## config.mk

```make
export PLATFORM = sky130hd
export DESIGN_NAME = slave_port_burst
export DESIGN_NICKNAME = d
export VERILOG_FILES = /design/src/rtl/slave_port_burst.sv
export SDC_FILE = /design/constraint.sdc
export NUM_CORES = 1
export LEC_CHECK = 0
export ABC_AREA = 1
export BUFFER_PORTS_ARGS = -buffer_cell sky130_fd_sc_hd__buf_2
export CORE_ASPECT_RATIO = 2
export CORE_MARGIN = 10
export CORE_UTILIZATION = 34
export DETAILED_ROUTE_END_ITERATION = 16
export GPL_TIMING_DRIVEN = 0
export PLACE_DENSITY = 0.61
export SLEW_MARGIN = 40
export SYNTH_ARGS = -nofsm -noshare
export SYNTH_HDL_FRONTEND = slang
export SYNTH_SLANG_ARGS = --single-unit
```

## constraint.sdc

```tcl
create_clock -name clk -period 2.1 [get_ports clk]
set_input_delay 0.315 -clock clk [delete_from_list [all_inputs] [get_ports clk]]
set_output_delay 0.315 -clock clk [all_outputs]
set_load 0.01 [all_outputs]
```

## src/rtl/slave_port_burst.sv

```systemverilog
// slave_port_burst: serial-bus slave port with burst support.
// Receives mode, address and burst length serially (LSB first), then runs
// len+1 consecutive write or read beats against slave memory with an
// auto-incrementing, wrapping address. Reads may optionally use a split
// transaction on the first beat.
//
// state   | meaning
// --------+-------------------------------------------------------------
// IDLE    | waiting for first header bit (mode + addr[0])
// ADDR    | shifting in addr[1..ADDR_WIDTH-1]
// LEN     | shifting in burst length field
// WDATA   | shifting in one write data word
// MWRITE  | single-cycle memory write, then advance address / beat
// MREAD   | memory read request held until rvalid
// SPLIT   | first read beat of a split burst: latency count + capture
// WAIT    | split read data held, waiting for split_grant
// RDATA   | serialising rbuf to the master, two cycles per bit
module slave_port_burst #(
  parameter int ADDR_WIDTH    = 12,
  parameter int DATA_WIDTH    = 8,
  parameter int LEN_WIDTH     = 4,
  parameter int SPLIT_EN      = 0,
  parameter int SPLIT_LATENCY = 4
) (
  input  logic                  clk,
  input  logic                  rstn,
  input  logic [DATA_WIDTH-1:0] smemrdata,
  input  logic                  rvalid,
  output logic                  smemwen,
  output logic                  smemren,
  output logic [ADDR_WIDTH-1:0] smemaddr,
  output logic [DATA_WIDTH-1:0] smemwdata,
  input  logic                  swdata,
  output logic                  srdata,
  input  logic                  smode,
  input  logic                  mvalid,
  input  logic                  split_grant,
  output logic                  svalid,
  output logic                  sready,
  output logic                  ssplit
);

  // One shared down-counter serves every serial field, the RDATA bit count
  // and the split latency; it must hold the largest of these terminal values.
  localparam int CNT_M1 = (ADDR_WIDTH > DATA_WIDTH) ? ADDR_WIDTH : DATA_WIDTH;
  localparam int CNT_M2 = (CNT_M1 > LEN_WIDTH) ? CNT_M1 : LEN_WIDTH;
  localparam int CNT_M3 = (CNT_M2 > SPLIT_LATENCY) ? CNT_M2 : SPLIT_LATENCY;
  localparam int CNT_W  = $clog2(CNT_M3 + 1);

  localparam logic [CNT_W-1:0]      CNT_ZERO = '0;
  localparam logic [CNT_W-1:0]      CNT_ONE  = CNT_W'(1);
  localparam logic [CNT_W-1:0]      CNT_ADDR = CNT_W'(ADDR_WIDTH - 2);
  localparam logic [CNT_W-1:0]      CNT_LEN  = CNT_W'(LEN_WIDTH - 1);
  localparam logic [CNT_W-1:0]      CNT_DATA = CNT_W'(DATA_WIDTH - 1);
  localparam logic [CNT_W-1:0]      CNT_LAT  = CNT_W'(SPLIT_LATENCY - 1);
  localparam logic [ADDR_WIDTH-1:0] ADDR_ONE = ADDR_WIDTH'(1);
  localparam logic [LEN_WIDTH-1:0]  BEAT_ONE = LEN_WIDTH'(1);

  typedef enum logic [3:0] {
    S_IDLE   = 4'd0,
    S_ADDR   = 4'd1,
    S_LEN    = 4'd2,
    S_WDATA  = 4'd3,
    S_MWRITE = 4'd4,
    S_MREAD  = 4'd5,
    S_SPLIT  = 4'd6,
    S_WAIT   = 4'd7,
    S_RDATA  = 4'd8
  } state_t;

  state_t                state, state_nxt;
  logic                  mode, mode_nxt;
  logic [ADDR_WIDTH-1:0] addr, addr_nxt;
  logic [LEN_WIDTH-1:0]  len, len_nxt;
  logic [LEN_WIDTH-1:0]  beat, beat_nxt;
  logic [DATA_WIDTH-1:0] wdata, wdata_nxt;
  logic [DATA_WIDTH-1:0] rbuf, rbuf_nxt;
  logic [CNT_W-1:0]      cnt, cnt_nxt;
  logic                  phase, phase_nxt;
  logic                  got, got_nxt;

  logic                  smemwen_nxt;
  logic                  smemren_nxt;
  logic [ADDR_WIDTH-1:0] smemaddr_nxt;
  logic [DATA_WIDTH-1:0] smemwdata_nxt;
  logic                  srdata_nxt;
  logic                  svalid_nxt;

  // Serial fields shift in from the MSB end, so after a full field the
  // first (LSB) bit has landed at bit 0 and stale contents are gone.
  logic [ADDR_WIDTH-1:0] addr_shift;
  logic [LEN_WIDTH-1:0]  len_shift;
  logic [DATA_WIDTH-1:0] wdata_shift;

  assign addr_shift  = ADDR_WIDTH'({swdata, addr} >> 1);
  assign len_shift   = LEN_WIDTH'({swdata, len} >> 1);
  assign wdata_shift = DATA_WIDTH'({swdata, wdata} >> 1);

  // State, datapath and registered outputs; synchronous active-low reset.
  always_ff @(posedge clk) begin
    if (!rstn) begin
      state     <= S_IDLE;
      mode      <= 1'b0;
      addr      <= '0;
      len       <= '0;
      beat      <= '0;
      wdata     <= '0;
      rbuf      <= '0;
      cnt       <= '0;
      phase     <= 1'b0;
      got       <= 1'b0;
      smemwen   <= 1'b0;
      smemren   <= 1'b0;
      smemaddr  <= '0;
      smemwdata <= '0;
      srdata    <= 1'b0;
      svalid    <= 1'b0;
    end else begin
      state     <= state_nxt;
      mode      <= mode_nxt;
      addr      <= addr_nxt;
      len       <= len_nxt;
      beat      <= beat_nxt;
      wdata     <= wdata_nxt;
      rbuf      <= rbuf_nxt;
      cnt       <= cnt_nxt;
      phase     <= phase_nxt;
      got       <= got_nxt;
      smemwen   <= smemwen_nxt;
      smemren   <= smemren_nxt;
      smemaddr  <= smemaddr_nxt;
      smemwdata <= smemwdata_nxt;
      srdata    <= srdata_nxt;
      svalid    <= svalid_nxt;
    end
  end

  // Next-state and datapath update.
  always_comb begin
    state_nxt = state;
    mode_nxt  = mode;
    addr_nxt  = addr;
    len_nxt   = len;
    beat_nxt  = beat;
    wdata_nxt = wdata;
    rbuf_nxt  = rbuf;
    cnt_nxt   = cnt;
    phase_nxt = phase;
    got_nxt   = got;
    case (state)
      S_IDLE: begin
        if (mvalid) begin
          mode_nxt  = smode;
          addr_nxt  = addr_shift;
          cnt_nxt   = CNT_ADDR;
          state_nxt = S_ADDR;
        end
      end
      S_ADDR: begin
        if (mvalid) begin
          addr_nxt = addr_shift;
          if (cnt == CNT_ZERO) begin
            cnt_nxt   = CNT_LEN;
            state_nxt = S_LEN;
          end else begin
            cnt_nxt = cnt - CNT_ONE;
          end
        end
      end
      S_LEN: begin
        if (mvalid) begin
          len_nxt = len_shift;
          if (cnt == CNT_ZERO) begin
            beat_nxt  = '0;
            got_nxt   = 1'b0;
            phase_nxt = 1'b0;
            if (mode) begin
              cnt_nxt   = CNT_DATA;
              state_nxt = S_WDATA;
            end else if (SPLIT_EN != 0) begin
              cnt_nxt   = CNT_LAT;
              state_nxt = S_SPLIT;
            end else begin
              state_nxt = S_MREAD;
            end
          end else begin
            cnt_nxt = cnt - CNT_ONE;
          end
        end
      end
      S_WDATA: begin
        if (mvalid) begin
          wdata_nxt = wdata_shift;
          if (cnt == CNT_ZERO) begin
            state_nxt = S_MWRITE;
          end else begin
            cnt_nxt = cnt - CNT_ONE;
          end
        end
      end
      S_MWRITE: begin
        addr_nxt = addr + ADDR_ONE;
        if (beat == len) begin
          state_nxt = S_IDLE;
        end else begin
          beat_nxt  = beat + BEAT_ONE;
          cnt_nxt   = CNT_DATA;
          state_nxt = S_WDATA;
        end
      end
      S_MREAD: begin
        if (rvalid) begin
          rbuf_nxt  = smemrdata;
          cnt_nxt   = CNT_DATA;
          phase_nxt = 1'b0;
          state_nxt = S_RDATA;
        end
      end
      S_SPLIT: begin
        if (rvalid) begin
          rbuf_nxt = smemrdata;
          got_nxt  = 1'b1;
        end
        // Latency counter parks at zero until the read data has arrived.
        if (cnt == CNT_ZERO) begin
          if (rvalid || got) begin
            state_nxt = S_WAIT;
          end
        end else begin
          cnt_nxt = cnt - CNT_ONE;
        end
      end
      S_WAIT: begin
        if (split_grant) begin
          cnt_nxt   = CNT_DATA;
          phase_nxt = 1'b0;
          state_nxt = S_RDATA;
        end
      end
      S_RDATA: begin
        if (!phase) begin
          phase_nxt = 1'b1;
        end else begin
          phase_nxt = 1'b0;
          if (cnt == CNT_ZERO) begin
            addr_nxt = addr + ADDR_ONE;
            if (beat == len) begin
              state_nxt = S_IDLE;
            end else begin
              beat_nxt  = beat + BEAT_ONE;
              state_nxt = S_MREAD;
            end
          end else begin
            cnt_nxt  = cnt - CNT_ONE;
            rbuf_nxt = rbuf >> 1;
          end
        end
      end
      default: begin
        state_nxt = S_IDLE;
      end
    endcase
  end

  // Output decode: sready/ssplit from the current state, the rest computed
  // from the next state so the registered outputs line up with it.
  always_comb begin
    sready        = (state == S_IDLE);
    ssplit        = (state == S_SPLIT);
    smemwen_nxt   = (state_nxt == S_MWRITE);
    smemren_nxt   = (state_nxt == S_MREAD) || (state_nxt == S_SPLIT);
    smemaddr_nxt  = smemaddr;
    smemwdata_nxt = smemwdata;
    srdata_nxt    = 1'b0;
    svalid_nxt    = 1'b0;
    if (smemwen_nxt || smemren_nxt) begin
      smemaddr_nxt = addr_nxt;
    end
    if (smemwen_nxt) begin
      smemwdata_nxt = wdata_nxt;
    end
    if (state_nxt == S_RDATA) begin
      srdata_nxt = rbuf_nxt[0];
      svalid_nxt = phase_nxt;
    end
  end

endmodule

```

==> metrics.txt, run 1 <==
Inserted Diodes 0; count of different cell masters after synthesis 37; number of buffers added by the clock tree synthesis step 9; worst skew pair latency 340 ps; vias in the first global route 3754; critical path arrival roughly 2200 ps; Internal Pwr Total 2.45 mW; count of endpoints failing setup in the final report 0; post-layout worst setup margin 120 ps; actual slew at the worst max-slew pin 744 ps; drt wl/cell 14.9 um; largest net degree at the start of global routing 13; final number of hold-violating endpoints 0; total I/O pin count 41; Final Slew Violations 0; post-layout util between 40% and 50%; number of nets with antenna violations after detailed routing 0; time the worst path needs with I/O delays and setup 1980 ps; core outline area 10500 sq um; Setup crit end kind register; portion of the post-synthesis area used by sequential elements between 30% and 40%; net switching power of the design 867 uW; total global routing track utilization 14.4%; TritonCTS clock tree yes; slack of the worst reg-to-reg path 120 ps; final worst path period share 94.3%; Detailed Route Iter0 Violations between 200 and 300; number of warning messages in the yosys log 0; count of maximum capacitance violations 0; maximum clock rate around 0.50 GHz; Clock Skews 10.6 ps; clock-pin slew of the registers on the worst-case setup and hold paths around 60 ps; Max VDD drop 0.000563 V; number of remaining DRC errors 0; Remaining Overflow, GRT 0; Filler Cells Inserted roughly 1100; total number of vias between 3000 and 4000; antenna violations before repair 0; number of optimization iterations in the first detailed-route pass 5; run status completed; switching power as a share of total power 26.2%; CTS H-Tree Depth 3; headroom to the max-slew limit between 50% and 60%; root buffer cell sky130_fd_sc_hd__clkbuf_16; Setup CP Type register to register; wire length of the first global-routing pass between 15 and 20 mm; post-route cell area between 4000 and 5000 sq um; crit start category register; final wirelength 11.1 mm; fraction of final layout cells sized beyond drive strength 1 18.9%; overall die width 93.3 um; post-synthesis instance area 3650 sq um; die footprint roughly 16000 sq um; number of instances in the synthesized netlist around 540; flop and latch count out of synthesis 71; number of sinks on the clock net 71; Syn-to-layout area delta 23.6%; proportion of power drawn by combinational gates 11.5%; pre-CTS setup slack -206 ps; Pwr Density about 740 nW/um^2; Clock Power Share 45.9%; endpoint required time on the critical path around 2300 ps; average size of a mapped cell 6.71 sq um; Max Buffers Root-to-Sink 2; hold crit path type primary input to register; number of nets in the layout 620; largest fanout on the critical path 10; Static Leakage 2.04 nW; Synth Net Count 562; die outline height approximately 170 um; number of I/O port buffers 38; DP Area 4010 sq um; effective utilization at floorplan between 30% and 40%; number of vias per cell 5.03; placer's final routability congestion estimate 0.938; final total negative setup slack 0 ps; FP Rows 53; DP Wirelength approximately 8.6 mm; sequential share of power 42.5%
## placed cells by master, fill, tap and decap left out, drive strengths merged, types with 2 or more instances in the layout
cell,netlist,final
nand3,33,33
inv,72,73
a32oi,6,6
o211ai,2,2
ha,3,3
a31oi,2,2
xor2,4,4
nor3b,2,2
clkinv,2,4
nand2,130,130
buf,5,52
a22oi,3,3
nor2,95,95
dfxtp,71,71
o22ai,3,3
clkinvlp,0,2
nor3,7,7
a211oi,11,11
a21oi,34,34
clkbuf,10,20
o221ai,2,2
mux2i,4,4
o21ai,31,31
nand4,7,7
## final timing paths
kind,start,end,cells past startpoint
worst min register to register,rbuf[7],rbuf[7],2
worst max-delay path,cnt[0],smemaddr[8],14
worst max register to register,cnt[0],smemaddr[8],14
worst min-delay path,smemrdata[7],rbuf[7],3
## metrics by stage
step | instances | hold slack (ps) | total power, mW
after floorplan | 544 | 441 | 1.66
after global placement | 719 | 452 | 1.77
after detailed placement | 719 | 462 | 1.77
after CTS | 737 | 237 | 3.31
after global routing | 744 | 241 | 3.44
final | 744 | 232 | 3.32
## power by group through the flow
stage               Clock, mW  Combinational, mW  Sequential, mW
floorplan                   0              0.234            1.43
CTS                      1.54              0.360            1.41
detailed placement          0              0.337            1.44
finish                   1.52              0.382            1.41
global route             1.60              0.427            1.41
global placement            0              0.336            1.43
## sequential cells by signal, summed over array words and instances (netlist names), 4 cells and up
name and count:
smemaddr 12, len 4, addr 12, wdata 8, rbuf 8, cnt 4, smemwdata 8, state 4
beat 4
## worst max-delay path, stage by stage (launching register included)
cell and delay [ps]:
sky130_fd_sc_hd__dfxtp_1 330, sky130_fd_sc_hd__inv_1 100, sky130_fd_sc_hd__ha_4 190, sky130_fd_sc_hd__nand3_2 140
sky130_fd_sc_hd__nand2_1 140, sky130_fd_sc_hd__nand2_4 80, sky130_fd_sc_hd__inv_4 110, sky130_fd_sc_hd__nand2_1 100
sky130_fd_sc_hd__nand3_2 100, sky130_fd_sc_hd__nand3_2 100, sky130_fd_sc_hd__nand3_2 130, sky130_fd_sc_hd__buf_6 160
sky130_fd_sc_hd__nand2_1 70, sky130_fd_sc_hd__nand2_1 70, sky130_fd_sc_hd__nor2_1 40
## cell usage after synthesis, drive strengths merged
library cell    n  share of area, %
xor2            4              0.96
xnor2           1              0.24
nand3          33               5.1
dfxtp          71                39
inv            72               7.5
mux2i           4               1.1
nor4            1              0.17
ha              3               1.0
o211ai          2              0.41
o21ai          31               4.3
a21oi          34               4.7
a211oi         11               2.3
or2             1              0.17
nand4           7               1.2
o221ai          2              0.48
o21bai          1              0.21
nor3b           2              0.41
buf             5               1.0
nand3b          1              0.21
o22ai           3              0.51
nor2           95                11
clkbuf         10               1.0
nand2         130                14
a31oi           2              0.34
clkinv          2              0.21
nor3            7              0.96
a32oi           6               1.4
a22oi           3              0.62
## layout make-up
| type | instances | area (sq um) | share of cell area [%] |
|---|---|---|---|
| Tap cell | 137 | 171 | 3.80 |
| Clock buffer | 10 | 239 | 5.30 |
| Inverter | 74 | 280 | 6.22 |
| Clock inverter | 6 | 60.1 | 1.33 |
| Multi-Input combinational cell | 384 | 2000 | 44.3 |
| Sequential cell | 71 | 1430 | 31.7 |
| Timing Repair Buffer | 47 | 258 | 5.72 |
| Buffer | 15 | 75.1 | 1.67 |
## logic make-up after synthesis
kind of cell	count (synthesis)	synth area share [%]
AND/OR/NAND/NOR	277	32.8
AO/OA/AOI/OAI	95	15.2
adder cells (fa/ha/maj)	3	1.03
flip-flops	71	39.0
XOR/XNOR	5	1.20
multiplexers	4	1.10
buffers and inverters	89	9.74
## timing repair
action | in CTS | in global routing
pin swaps | 1 | 5
endpoints found under the setup margin | 27 | 30
cloned | 0 | 0
buffers inserted | 2 | 7
endpoints found under the hold margin | 0 | 0
gates resized for setup | 16 | 21
hold buffers | 0 | 0
## layer usage
layer  share of wire [%]  global-route usage [%]  up-vias
met2                  54                    27.3      110
met4                 5.5                    9.18        0
li1                    -                       -     1885
met5                   0                       0        -
met1                  36                    12.5     1704
met3                 4.2                    3.65       40
(Power assumes the default switching activity.)
==> run 2, diff against run 1 <==
--- a/config.mk
+++ b/config.mk
@@ -12,7 +12,7 @@
 export CORE_UTILIZATION = 34
 export DETAILED_ROUTE_END_ITERATION = 16
 export GPL_TIMING_DRIVEN = 0
-export PLACE_DENSITY = 0.61
+export PLACE_DENSITY = 0.58
 export SLEW_MARGIN = 40
 export SYNTH_ARGS = -nofsm -noshare
 export SYNTH_HDL_FRONTEND = slang
==> run 2 against run 1 <==
Effect of this change: setup slack gained 48 ps; largest power group unchanged; sequential power is essentially flat; design area shrank 0.53%; critical endpoint is now smemaddr[6]; first-iteration DRC count shrank 37%; critical path type unchanged; maximum frequency grew 2.5%; wire length is the same; power shrank 1.3%; sequential share of layout area grew 0.20 points; clock skew shrank 4.7 ps; sequential cell count is the same.
==> metrics.txt, run 2 (same netlist as run 1, synthesis figures left out) <==
number of optimization iterations in the first detailed-route pass 4 (-1); number of nets in the layout 619 (-0.16%); wire length of the first global-routing pass 18.1 mm (+2.1%); RSZ-0062 raised after global routing false; Pwr Density 729 nW/um^2 (-0.82%); count of maximum capacitance violations 0 (unchanged); largest net degree at the start of global routing 12 (-1); Remaining Overflow, GRT 0 (unchanged); total number of vias 3681 (-1.6%); CTS H-Tree Depth 3 (unchanged); die outline height 167 um (unchanged); number of nets with antenna violations after detailed routing 0 (unchanged); final worst path period share 92.0% (-2.3 points); core outline area 10500 sq um (unchanged); hold crit path type primary input to register; largest fanout on the critical path 10 (unchanged); number of hold buffers added after CTS 0 (unchanged); number of I/O port buffers 38 (unchanged); actual slew at the worst max-slew pin 624 ps (-121 ps); slack of the worst reg-to-reg path 170 ps (+50 ps); count of endpoints failing setup in the final report 0 (unchanged); fraction of final layout cells sized beyond drive strength 1 18.6% (-0.30 points); Detailed Route Iter0 Violations 167 (-37%); endpoint required time on the critical path 2370 ps (+40 ps); Inserted Diodes 0 (unchanged); headroom to the max-slew limit 58.4% (+8.0 points); vias in the first global route 3707 (-1.3%); Setup CP Type register to register; number of buffers added by the clock tree synthesis step 9 (unchanged); Clock Skews 5.91 ps (-4.74 ps); DP Wirelength 8.96 mm (+4.1%); die footprint 15500 sq um (unchanged); most used cells in the layout excluding fill and tap cells sky130_fd_sc_hd__nand2_1, sky130_fd_sc_hd__nor2_1, sky130_fd_sc_hd__dfxtp_1, sky130_fd_sc_hd__inv_1, sky130_fd_sc_hd__buf_2; post-layout util 42.8% (-0.23 points); Static Leakage 2.02 nW (-1.2%); root buffer cell sky130_fd_sc_hd__clkbuf_16; number of sinks on the clock net 71 (unchanged); Setup crit end kind register; Filler Cells Inserted 1147 (+2.0%); largest registers addr x12, smemaddr x12; clock-pin slew of the registers on the worst-case setup and hold paths 60 ps (about the same); maximum clock rate 0.518 GHz (+2.5%); total I/O pin count 41 (unchanged); antenna violations before repair 0 (unchanged); Max Buffers Root-to-Sink 2 (unchanged); total global routing track utilization 14.8% (+0.41 points); overall die width 93.3 um (unchanged); number of remaining DRC errors 0 (unchanged); run status completed; FP Rows 53 (unchanged); final number of hold-violating endpoints 0 (unchanged); Syn-to-layout area delta 22.9%; commonest non-fill, non-tap cell in the layout sky130_fd_sc_hd__nand2_1; effective utilization at floorplan 34.8% (unchanged); critical path arrival 2210 ps (about the same); drt wl/cell 14.9 um (+0.13%); placer's final routability congestion estimate 0.943 (+0.54%); crit start category register; number of vias per cell 4.95 (-1.4%); Max VDD drop 0.000485 V (-14%); TritonCTS clock tree yes; time the worst path needs with I/O delays and setup 1930 ps (-48.4 ps); worst skew pair latency 330 ps (about the same); final wirelength 11.1 mm (unchanged); Final Slew Violations 0 (unchanged); worst-case hold slack 238 ps (+5.62 ps)
## run 2: final timing paths
path,to,startpoint,cells after the start
worst max-delay path,smemaddr[6],state[1],13
worst min-delay path,rbuf[7],smemrdata[7],3
worst max register to register,smemaddr[6],state[1],13
worst min register to register,rbuf[7],rbuf[7],2
## run 2: area by class of cell
cell class | count | area [sq um] | share of cell area (%)
Buffer | 15 | 75.1 | 1.67
Sequential cell | 71 | 1430 | 31.9
Timing Repair Buffer | 46 | 250 | 5.58
Tap cell | 137 | 171 | 3.82
Clock inverter | 2 | 12.5 | 0.279
Inverter | 74 | 280 | 6.25
Clock buffer | 14 | 284 | 6.33
Multi-Input combinational cell | 384 | 1980 | 44.2
## run 2: power by group
group | total (mW) | internal [mW] | switching, mW
combinational | 0.386 | 0.128 | 0.258
clock | 1.48 | 0.926 | 0.549
sequential | 1.41 | 1.38 | 0.0315
total | 3.27 | 2.43 | 0.839
## run 2: timing repair
action | CTS | global route
pin swaps | 0 | 5
gates resized for setup | 14 | 23
gates cloned | 0 | 0
buffers inserted | 2 | 6
endpoints found under the setup margin | 26 | 32
## run 2: through the flow
| step | total power [mW] | setup WS [ps] | instance area (sq um) | TNS [ps] | std cells |
|---|---|---|---|---|---|
| floorplan | 1.66 | 275 | 3650 | 0 | 544 |
| global placement | 1.78 | -197 | 4010 | -3330 | 719 |
| detailed placement | 1.78 | -229 | 4010 | -3900 | 719 |
| CTS | 3.30 | -5.21 | 4370 | -9.63 | 737 |
| global route | 3.42 | 3.17 | 4480 | 0 | 743 |
| finish | 3.27 | 168 | 4480 | 0 | 743 |
## run 2: worst max-delay path: stages, from the launching register on
cell and delay, ps:
sky130_fd_sc_hd__dfxtp_2 410, sky130_fd_sc_hd__inv_2 100, sky130_fd_sc_hd__nor2_4 190, sky130_fd_sc_hd__nand2_4 140, sky130_fd_sc_hd__nor2_1 230, sky130_fd_sc_hd__nand2_1 80, sky130_fd_sc_hd__nand2_1 70, sky130_fd_sc_hd__nor2_1 60
sky130_fd_sc_hd__nand3_2 100, sky130_fd_sc_hd__nand3_2 110, sky130_fd_sc_hd__buf_6 160, sky130_fd_sc_hd__nand2_1 50, sky130_fd_sc_hd__nand2_1 50, sky130_fd_sc_hd__nor2_1 100
## run 2: layer usage
| layer | wire (um) | track usage [%] | part of all wire, % | up-vias |
|---|---|---|---|---|
| met5 | 0 | 0 | 0 | - |
| met4 | 628 | 9.51 | 5.7 | 0 |
| met3 | 420 | 3.69 | 3.8 | 41 |
| met2 | 6210 | 27.7 | 56 | 79 |
| met1 | 3830 | 13.2 | 35 | 1694 |
| li1 | - | - | - | 1867 |
